--- config.mk ---
export PLATFORM = sky130hd
export DESIGN_NAME = serial_subtractor
export DESIGN_NICKNAME = d
export VERILOG_FILES = /design/src/rtl/serial_subtractor.sv
export SDC_FILE = /design/constraint.sdc
export NUM_CORES = 1
export LEC_CHECK = 0
export CORE_AREA = 2 2 73 75
export CTS_CLUSTER_DIAMETER = 50
export DETAILED_ROUTE_END_ITERATION = 8
export DIE_AREA = 0 0 75 77
export PLACE_DENSITY_LB_ADDON = 0.2
export SLEW_MARGIN = 15
export SYNTH_ARGS = -nofsm -noshare
export SYNTH_HDL_FRONTEND = slang
export SYNTH_SLANG_ARGS = --single-unit
--- constraint.sdc ---
create_clock -name i_clk -period 5.75 [get_ports i_clk]
set_input_delay 1.15 -clock i_clk [delete_from_list [all_inputs] [get_ports i_clk]]
set_output_delay 1.15 -clock i_clk [all_outputs]
set_load 0.005 [all_outputs]
--- src/rtl/serial_subtractor.sv ---
// Digit-serial subtractor: computes A - B - borrow_in over WORDS digits of WIDTH bits,
// least-significant digit first, with valid/ready handshakes on both sides.
module serial_subtractor #(
    parameter int WIDTH = 4,
    parameter int WORDS = 4
) (
    input  logic                     i_clk,
    input  logic                     i_rst,
    input  logic                     i_valid,
    output logic                     o_ready,
    input  logic [WIDTH*WORDS-1:0]   i_a,
    input  logic [WIDTH*WORDS-1:0]   i_b,
    input  logic                     i_borr,
    output logic                     o_valid,
    input  logic                     i_ready,
    output logic [WIDTH*WORDS-1:0]   o_sub,
    output logic                     o_borr,
    output logic                     o_zero
);

    localparam int TOTAL = WIDTH * WORDS;
    localparam int CW    = (WORDS > 1) ? $clog2(WORDS) : 1;
    localparam logic [CW-1:0] LAST_DIGIT = CW'(WORDS - 1);

    localparam logic [1:0] ST_IDLE = 2'd0;
    localparam logic [1:0] ST_RUN  = 2'd1;
    localparam logic [1:0] ST_DONE = 2'd2;

    logic [1:0]       state_q, state_d;
    logic [CW-1:0]    cnt_q, cnt_d;
    logic             borr_q, borr_d;
    logic [TOTAL-1:0] a_q, a_d;
    logic [TOTAL-1:0] b_q, b_d;
    logic [TOTAL-1:0] res_q, res_d;
    logic             zero_q, zero_d;

    logic [WIDTH-1:0] a_digits [WORDS];
    logic [WIDTH-1:0] b_digits [WORDS];
    logic [WIDTH-1:0] a_dig;
    logic [WIDTH-1:0] b_dig;
    logic [WIDTH:0]   diff;

    generate
        for (genvar gi = 0; gi < WORDS; gi++) begin : g_digits
            assign a_digits[gi] = a_q[gi*WIDTH +: WIDTH];
            assign b_digits[gi] = b_q[gi*WIDTH +: WIDTH];
        end
    endgenerate

    // Select the digit pair addressed by the counter.
    always_comb begin
        a_dig = '0;
        b_dig = '0;
        for (int i = 0; i < WORDS; i++) begin
            if (cnt_q == CW'(i)) begin
                a_dig = a_digits[i];
                b_dig = b_digits[i];
            end
        end
    end

    // One extra bit: the top bit of the difference is the digit borrow-out.
    assign diff = {1'b0, a_dig} - {1'b0, b_dig} - {{WIDTH{1'b0}}, borr_q};

    always_comb begin
        state_d = state_q;
        cnt_d   = cnt_q;
        borr_d  = borr_q;
        a_d     = a_q;
        b_d     = b_q;
        res_d   = res_q;
        zero_d  = zero_q;
        case (state_q)
            ST_IDLE: begin
                if (i_valid) begin
                    a_d     = i_a;
                    b_d     = i_b;
                    borr_d  = i_borr;
                    cnt_d   = '0;
                    res_d   = '0;
                    state_d = ST_RUN;
                end
            end
            ST_RUN: begin
                for (int i = 0; i < WORDS; i++) begin
                    if (cnt_q == CW'(i)) begin
                        res_d[i*WIDTH +: WIDTH] = diff[WIDTH-1:0];
                    end
                end
                borr_d = diff[WIDTH];
                if (cnt_q == LAST_DIGIT) begin
                    zero_d  = ~|res_d;
                    cnt_d   = '0;
                    state_d = ST_DONE;
                end else begin
                    cnt_d = cnt_q + 1'b1;
                end
            end
            ST_DONE: begin
                if (i_ready) begin
                    state_d = ST_IDLE;
                end
            end
            default: state_d = ST_IDLE;
        endcase
    end

    always_ff @(posedge i_clk or posedge i_rst) begin
        if (i_rst) begin
            state_q <= ST_IDLE;
            cnt_q   <= '0;
            borr_q  <= 1'b0;
            a_q     <= '0;
            b_q     <= '0;
            res_q   <= '0;
            zero_q  <= 1'b0;
        end else begin
            state_q <= state_d;
            cnt_q   <= cnt_d;
            borr_q  <= borr_d;
            a_q     <= a_d;
            b_q     <= b_d;
            res_q   <= res_d;
            zero_q  <= zero_d;
        end
    end

    assign o_ready = (state_q == ST_IDLE);
    assign o_valid = (state_q == ST_DONE);
    assign o_sub   = res_q;
    assign o_borr  = borr_q;
    assign o_zero  = zero_q;

endmodule

==> flow_summary.ini, run 1 <==
[detailed_routing]
firstDrtPassIters = 4
wl_um = 5890
post_drt_wl_per_cell_um = 14.0
drt-initial-drc-count = 173
avgViaCountPerCell = 5.32
drc = 0
antenna_left = 0
via_count = 2238

[power]
p_leak_nw = 1.57
p_total_mw = 2.14
p_clk_share_pct = 9.5
p_sw_mw = 0.935
swShare_pct = 43.8
ir_drop_uv = 259
pwr-share-seq_pct = 31.0
pwr-share-comb_pct = 59.5
intPower_mw = 1.20
power_density_mw_per_mm2 = 642

[global_routing]
grt_util_all_layers_pct = 22.4
antenna_found_initial = 0
grt_max_degree = 55
grt_pass1_vias = 2158
grt_pass1_wl_um = 10000
grt.overflow.total = 0

[setup_path]
timing_worst_setup_path_type = register to register
cp_data_required_time_ps = 5950
crit_family = adder cells
crit_top_cell = inv_1
crit_start = cnt_q[1]
path_buf_inv = 3
crit_chain = inv_1, ha_1, inv_1, nand3_1, a21oi_1, a21oi_1, o21ai_0, fa_1, inv_1, ha_1, o311a_1, a211o_1, nor2b_4, a32o_1
cp_slowest_stage_delay_ps = 660
crit_arrival_ps = 3730
startpoint_type = register
slowest_stage = ha_1
r2r_start = cnt_q[1]
critPathMaxFanout = 22
endpoint_kind = register

[clock_network]
htree_levels = 2
clock_sinks = 54
postCtsHoldBufs = 0
tritoncts = yes
worstSkewPairLatency_ps = 300
clk_path_buf_depth = 2
postCtsSetupBuffers = 0
cts_resized = 0
clk_pin_slew_ps = 90
root_buffer = clkbuf_8
numCtsBuffers = 5

[layout]
finalNetCount = 398
multi_input_area_mm2 = 0.00119
area_growth_pct = 25.7
layout-drive-gt1-share_pct = 3.70
final_core_util_pct = 66.8
final_cell_count_no_fill = 421
final-seq-area_mm2 = 0.00135
nFillCells = 445
diodes = 0
fin_area_mm2 = 0.00332

[hold_path]
min_from = a_q[3]
hold_path_class = register to register

[floorplanning]
die_y_um = 77
ioPinCount = 57
dieArea_mm2 = 0.00578
rows = 26
initial_utilization_pct = 53.1
die_w_um = 75
core_region_area_mm2 = 0.00498

[timing]
max_freq_mhz = 284
setup_slack_ps = 2220
setup-violations-final = 0
rsz0062_at_grt = false
timing.slew.headroom_pct = 38.4
period_needed_ps = 3530
skew_ps = 4.23
final_hold_viol_count = 0
slew_viol_final = 0
tightest_slew_ps = 924
hold_slack_ps = 485
tns_ps = 0
post-route-period-util_pct = 61.3

[synth]
syn_inst = 303
synth_fp_nets = 350
avgSynthCellArea_um2 = 8.73
yosysTopAreaCell = dfrtp_1
yosys_warnings = 0
async_reset_ff_share_pct = 100
synth_edf_count = 0
synth_cell_types = 35
syn-cell-area_mm2 = 0.00265
ys_ff_latch = 54
ys_dominant_reg_cell = dfrtp_1
yosysSeqAreaShare_pct = 51.1
synth.area.top_cells = dfrtp_1 51%, nand2_1 16%, a21oi_1 4.0%
synth_top_area_share_pct = 51.1

[place]
dp_cells = 414
dpl.hpwl_um = 4150
port_buffers = 56
place_congestion = 0.804
dpl_cell_area_mm2 = 0.00324
pre_cts_ws_ps = 2250

[status]
status = complete, no violations

[run]
cap_violations = 0
-- worst reg2reg max path: cells and delay by family, from the launching register on --
kind	cells	cell delay (ps)
buffers and inverters	3	420
AOI/OAI and AO/OA	6	990
adders and majority gates	3	1320
and+or+nand+nor	2	260
DFF	1	410
-- routing by layer --
layer  track usage, %  wire length (µm)  part of all wire (%)
met5                0                 0                     0
met1             30.3              2660                    45
met3             3.55               225                   3.8
met2             36.1              2930                    50
met4             7.86                69                   1.2
-- sequential cells by signal (all words and copies together) (netlist names) --
signal and cells:
a_q 16, o_zero 1, cnt_q 2, o_borr 1, o_sub 16, b_q 16, state_q 2
-- power by group through the flow --
stage	combinational [mW]	sequential (mW)	clock, mW
3_5_place_dp	1.26	0.671	0
5_1_grt	1.44	0.681	0.218
2_1_floorplan	0.928	0.642	0
4_1_cts	1.27	0.663	0.204
6_report	1.27	0.662	0.203
3_3_place_gp	1.23	0.666	0
-- logic make-up (layout without fill, tap and decap cells) --
| kind of cell | after synthesis | after routing | synth area share [%] |
|---|---|---|---|
| and+or+nand+nor | 150 | 150 | 23.8 |
| AOI/OAI and AO/OA | 59 | 59 | 14.9 |
| DFF | 54 | 54 | 51.1 |
| buffers and inverters | 27 | 75 | 3.83 |
| adders and majority gates | 10 | 10 | 5.30 |
| xor gates and xnor gates | 2 | 2 | 0.662 |
| muxes | 1 | 1 | 0.378 |
-- placed cells by master (no fill, tap or decap), drive strengths merged --
cell type      Yosys  layout
clkinv             0       3
a221oi             1       1
o31ai              2       2
o311a              1       1
nand2            116     116
fa                 2       2
mux2i              1       1
o221a              1       1
nand2b             5       5
a31oi              1       1
a211o              1       1
nand3b             4       4
ha                 8       8
a22o               8       8
dfrtp             54      54
o211ai             1       1
nand4b             1       1
xor2               1       1
clkbuf            14       5
clkdlybuf4s50      0      56
nor4               1       1
nor3b              1       1
o22ai              2       2
a21oi             21      21
and2               1       1
inv               10       9
buf                3       2
o21ai             12      12
a32o               8       8
nor3               4       4
nand3              4       4
or3                1       1
nor2              10      10
nor2b              2       2
xnor2              1       1
-- Yosys cell counts (2+ instances only) --
| cell | n |
|---|---|
| nand2_1 | 116 |
| dfrtp_1 | 54 |
| a21oi_1 | 21 |
| clkbuf_1 | 14 |
| o21ai_0 | 12 |
| nor2_1 | 10 |
| inv_1 | 9 |
| a22o_1 | 8 |
| a32o_1 | 8 |
| ha_1 | 8 |
| nand2b_1 | 5 |
| nand3_1 | 4 |
| nand3b_1 | 4 |
| nor3_1 | 4 |
| buf_1 | 3 |
| fa_1 | 2 |
| o22ai_1 | 2 |
| o31ai_1 | 2 |
-- final timing paths --
path	to	slack [ps]	cells past startpoint
setup reg to reg	o_sub[15]	2220	14
hold reg to reg	a_q[3]	480	2
hold / removal	a_q[3]	480	2
setup / recovery	o_sub[15]	2220	14
max in group asynchronous	o_borr	3900	2
min in group asynchronous	o_sub[4]	1330	2
-- layout make-up --
type	count	share of cell area, %
timing repair buffer	58	17.3
tap	70	2.63
clock buffer	5	2.07
inverter	10	1.17
sequential	54	40.6
multi-input combinational	222	35.9
clock inverter	2	0.301
Note: power is estimated with default switching activity, not from simulation.
==> run 2: changes to the inputs <==
--- a/config.mk
+++ b/config.mk
@@ -5,10 +5,10 @@
 export SDC_FILE = /design/constraint.sdc
 export NUM_CORES = 1
 export LEC_CHECK = 0
-export CORE_AREA = 2 2 73 75
+export CORE_AREA = 2 2 76 78
 export CTS_CLUSTER_DIAMETER = 50
 export DETAILED_ROUTE_END_ITERATION = 8
-export DIE_AREA = 0 0 75 77
+export DIE_AREA = 0 0 78 80
 export PLACE_DENSITY_LB_ADDON = 0.2
 export SLEW_MARGIN = 15
 export SYNTH_ARGS = -nofsm -noshare
==> constraint.sdc (replaced) <==
create_clock -name i_clk -period 3.7 [get_ports i_clk]
set_input_delay 0.74 -clock i_clk [delete_from_list [all_inputs] [get_ports i_clk]]
set_output_delay 0.74 -clock i_clk [all_outputs]
set_load 0.005 [all_outputs]
==> flow_summary.ini, run 2 (synthesis gave the netlist of run 1 again) <==
[status]
status = complete, no violations

[layout]
diodes = 0
layout-drive-gt1-share_pct = 4.79
final_common_cell = nand2_1
finalNetCount = 401
final_cell_mix = 116 x nand2_1, 56 x clkdlybuf4s50_1, 54 x dfrtp_1, 21 x a21oi_1, 12 x o21ai_0
area_growth_pct = 29.0

[clock_network]
cts_resized = 0
clk_pin_slew_ps = 100
postCtsSetupBuffers = 0
numCtsBuffers = 5
clock_sinks = 54
postCtsHoldBufs = 0
htree_levels = 2
root_buffer = clkbuf_8
worstSkewPairLatency_ps = 310
clk_path_buf_depth = 2
tritoncts = yes

[timing]
rsz0062_at_grt = false
post-route-period-util_pct = 88.1
final_hold_viol_count = 0
period_needed_ps = 3260
max_freq_mhz = 307
slew_viol_final = 0
tns_ps = 0
skew_ps = 5.83
setup-violations-final = 0
timing.slew.headroom_pct = 39.8
tightest_slew_ps = 901

[place]
dpl.hpwl_um = 4470
place_congestion = 0.829
port_buffers = 56

[power]
intPower_mw = 2.04
swShare_pct = 42.1
p_clk_share_pct = 13.7
power_density_mw_per_mm2 = 1030
pwr-share-comb_pct = 56.8
pwr-share-seq_pct = 29.5
p_total_mw = 3.53
p_sw_mw = 1.48
ir_drop_uv = 410
p_leak_nw = 1.61

[detailed_routing]
met3_length_um = 340
top_layer = met4
wl_met1_um = 2670
drc = 0
wl_um = 6210
via_count = 2261
post_drt_wl_per_cell_um = 14.5
wl_met2_um = 3050
antenna_left = 0
drt-initial-drc-count = 112
firstDrtPassIters = 4
avgViaCountPerCell = 5.30

[setup_path]
critPathMaxFanout = 16
crit_arrival_ps = 3510
endpoint_kind = register
startpoint_type = register
cp_data_required_time_ps = 3950
timing_worst_setup_path_type = register to register

[global_routing]
grt_pass1_wl_um = 10300
grt_pass1_vias = 2124
antenna_found_initial = 0
grt_max_degree = 55
grt.overflow.total = 0
grt_util_all_layers_pct = 21.4

[floorplanning]
core_region_area_mm2 = 0.00541
die_w_um = 78
dieArea_mm2 = 0.00624
rows = 27
die_y_um = 80
initial_utilization_pct = 48.9
ioPinCount = 57

[run]
cap_violations = 0

[hold_path]
hold_path_class = register to register
-- run 2: critical path, cell delays in order, from the launching register on --
cell      delay, ps
dfrtp_1         440
inv_1           110
ha_1            510
nand3_1         140
a21oi_1         160
a21oi_1          50
o21ai_0         240
fa_1            210
inv_1            60
ha_1            170
nand2b_1        160
or3_1           320
o221a_2         270
nor2b_4         170
a32o_1          180
-- run 2: final cells by class --
class	count	area, µm²
sequential	54	1350
timing repair buffer	61	598
multi-input combinational	222	1190
clock inverter	2	60.1
clock buffer	6	82.6
inverter	10	38.8
fill	480	1990
tap	72	90.1
-- run 2: power groups by stage --
stage / clock [mW] / combinational, mW / sequential, mW
final: 0.483 / 2.00 / 1.04
after floorplan: 0 / 1.44 / 0.997
after global placement: 0 / 1.94 / 1.05
after CTS: 0.488 / 2.01 / 1.04
after global routing: 0.512 / 2.25 / 1.07
after detailed placement: 0 / 2.00 / 1.05
-- run 2: metrics by stage --
| stage | instances | area [µm²] | util, % | worst slack [ps] | hold WS (ps) |
|---|---|---|---|---|---|
| after floorplan | 303 | 2650 | - | 591 | 445 |
| after global placement | 419 | 3270 | 60.5 | 587 | 461 |
| after detailed placement | 419 | 3270 | 60.5 | 455 | 462 |
| after CTS | 427 | 3410 | 63.1 | 437 | 487 |
| after global routing | 427 | 3410 | 63.1 | 109 | 510 |
| final | 427 | 3410 | 63.1 | 441 | 485 |
-- run 2: routing by layer --
| layer | vias up | track usage [%] |
|---|---|---|
| met4 | 0 | 8.42 |
| met1 | 1067 | 28.4 |
| met2 | 70 | 34.4 |
| met5 | - | 0 |
| li1 | 1113 | - |
| met3 | 11 | 4.64 |
-- run 2: worst paths after layout --
kind,end,from,depth (start not counted),slack [ps]
worst max-delay path,o_sub[15],cnt_q[0],14,440
worst min-delay path,b_q[3],b_q[3],2,490
worst max register to register,o_sub[15],cnt_q[0],14,440
worst min register to register,b_q[3],b_q[3],2,490
max in group asynchronous,a_q[8],i_rst,2,2260
min in group asynchronous,o_sub[10],i_rst,2,920
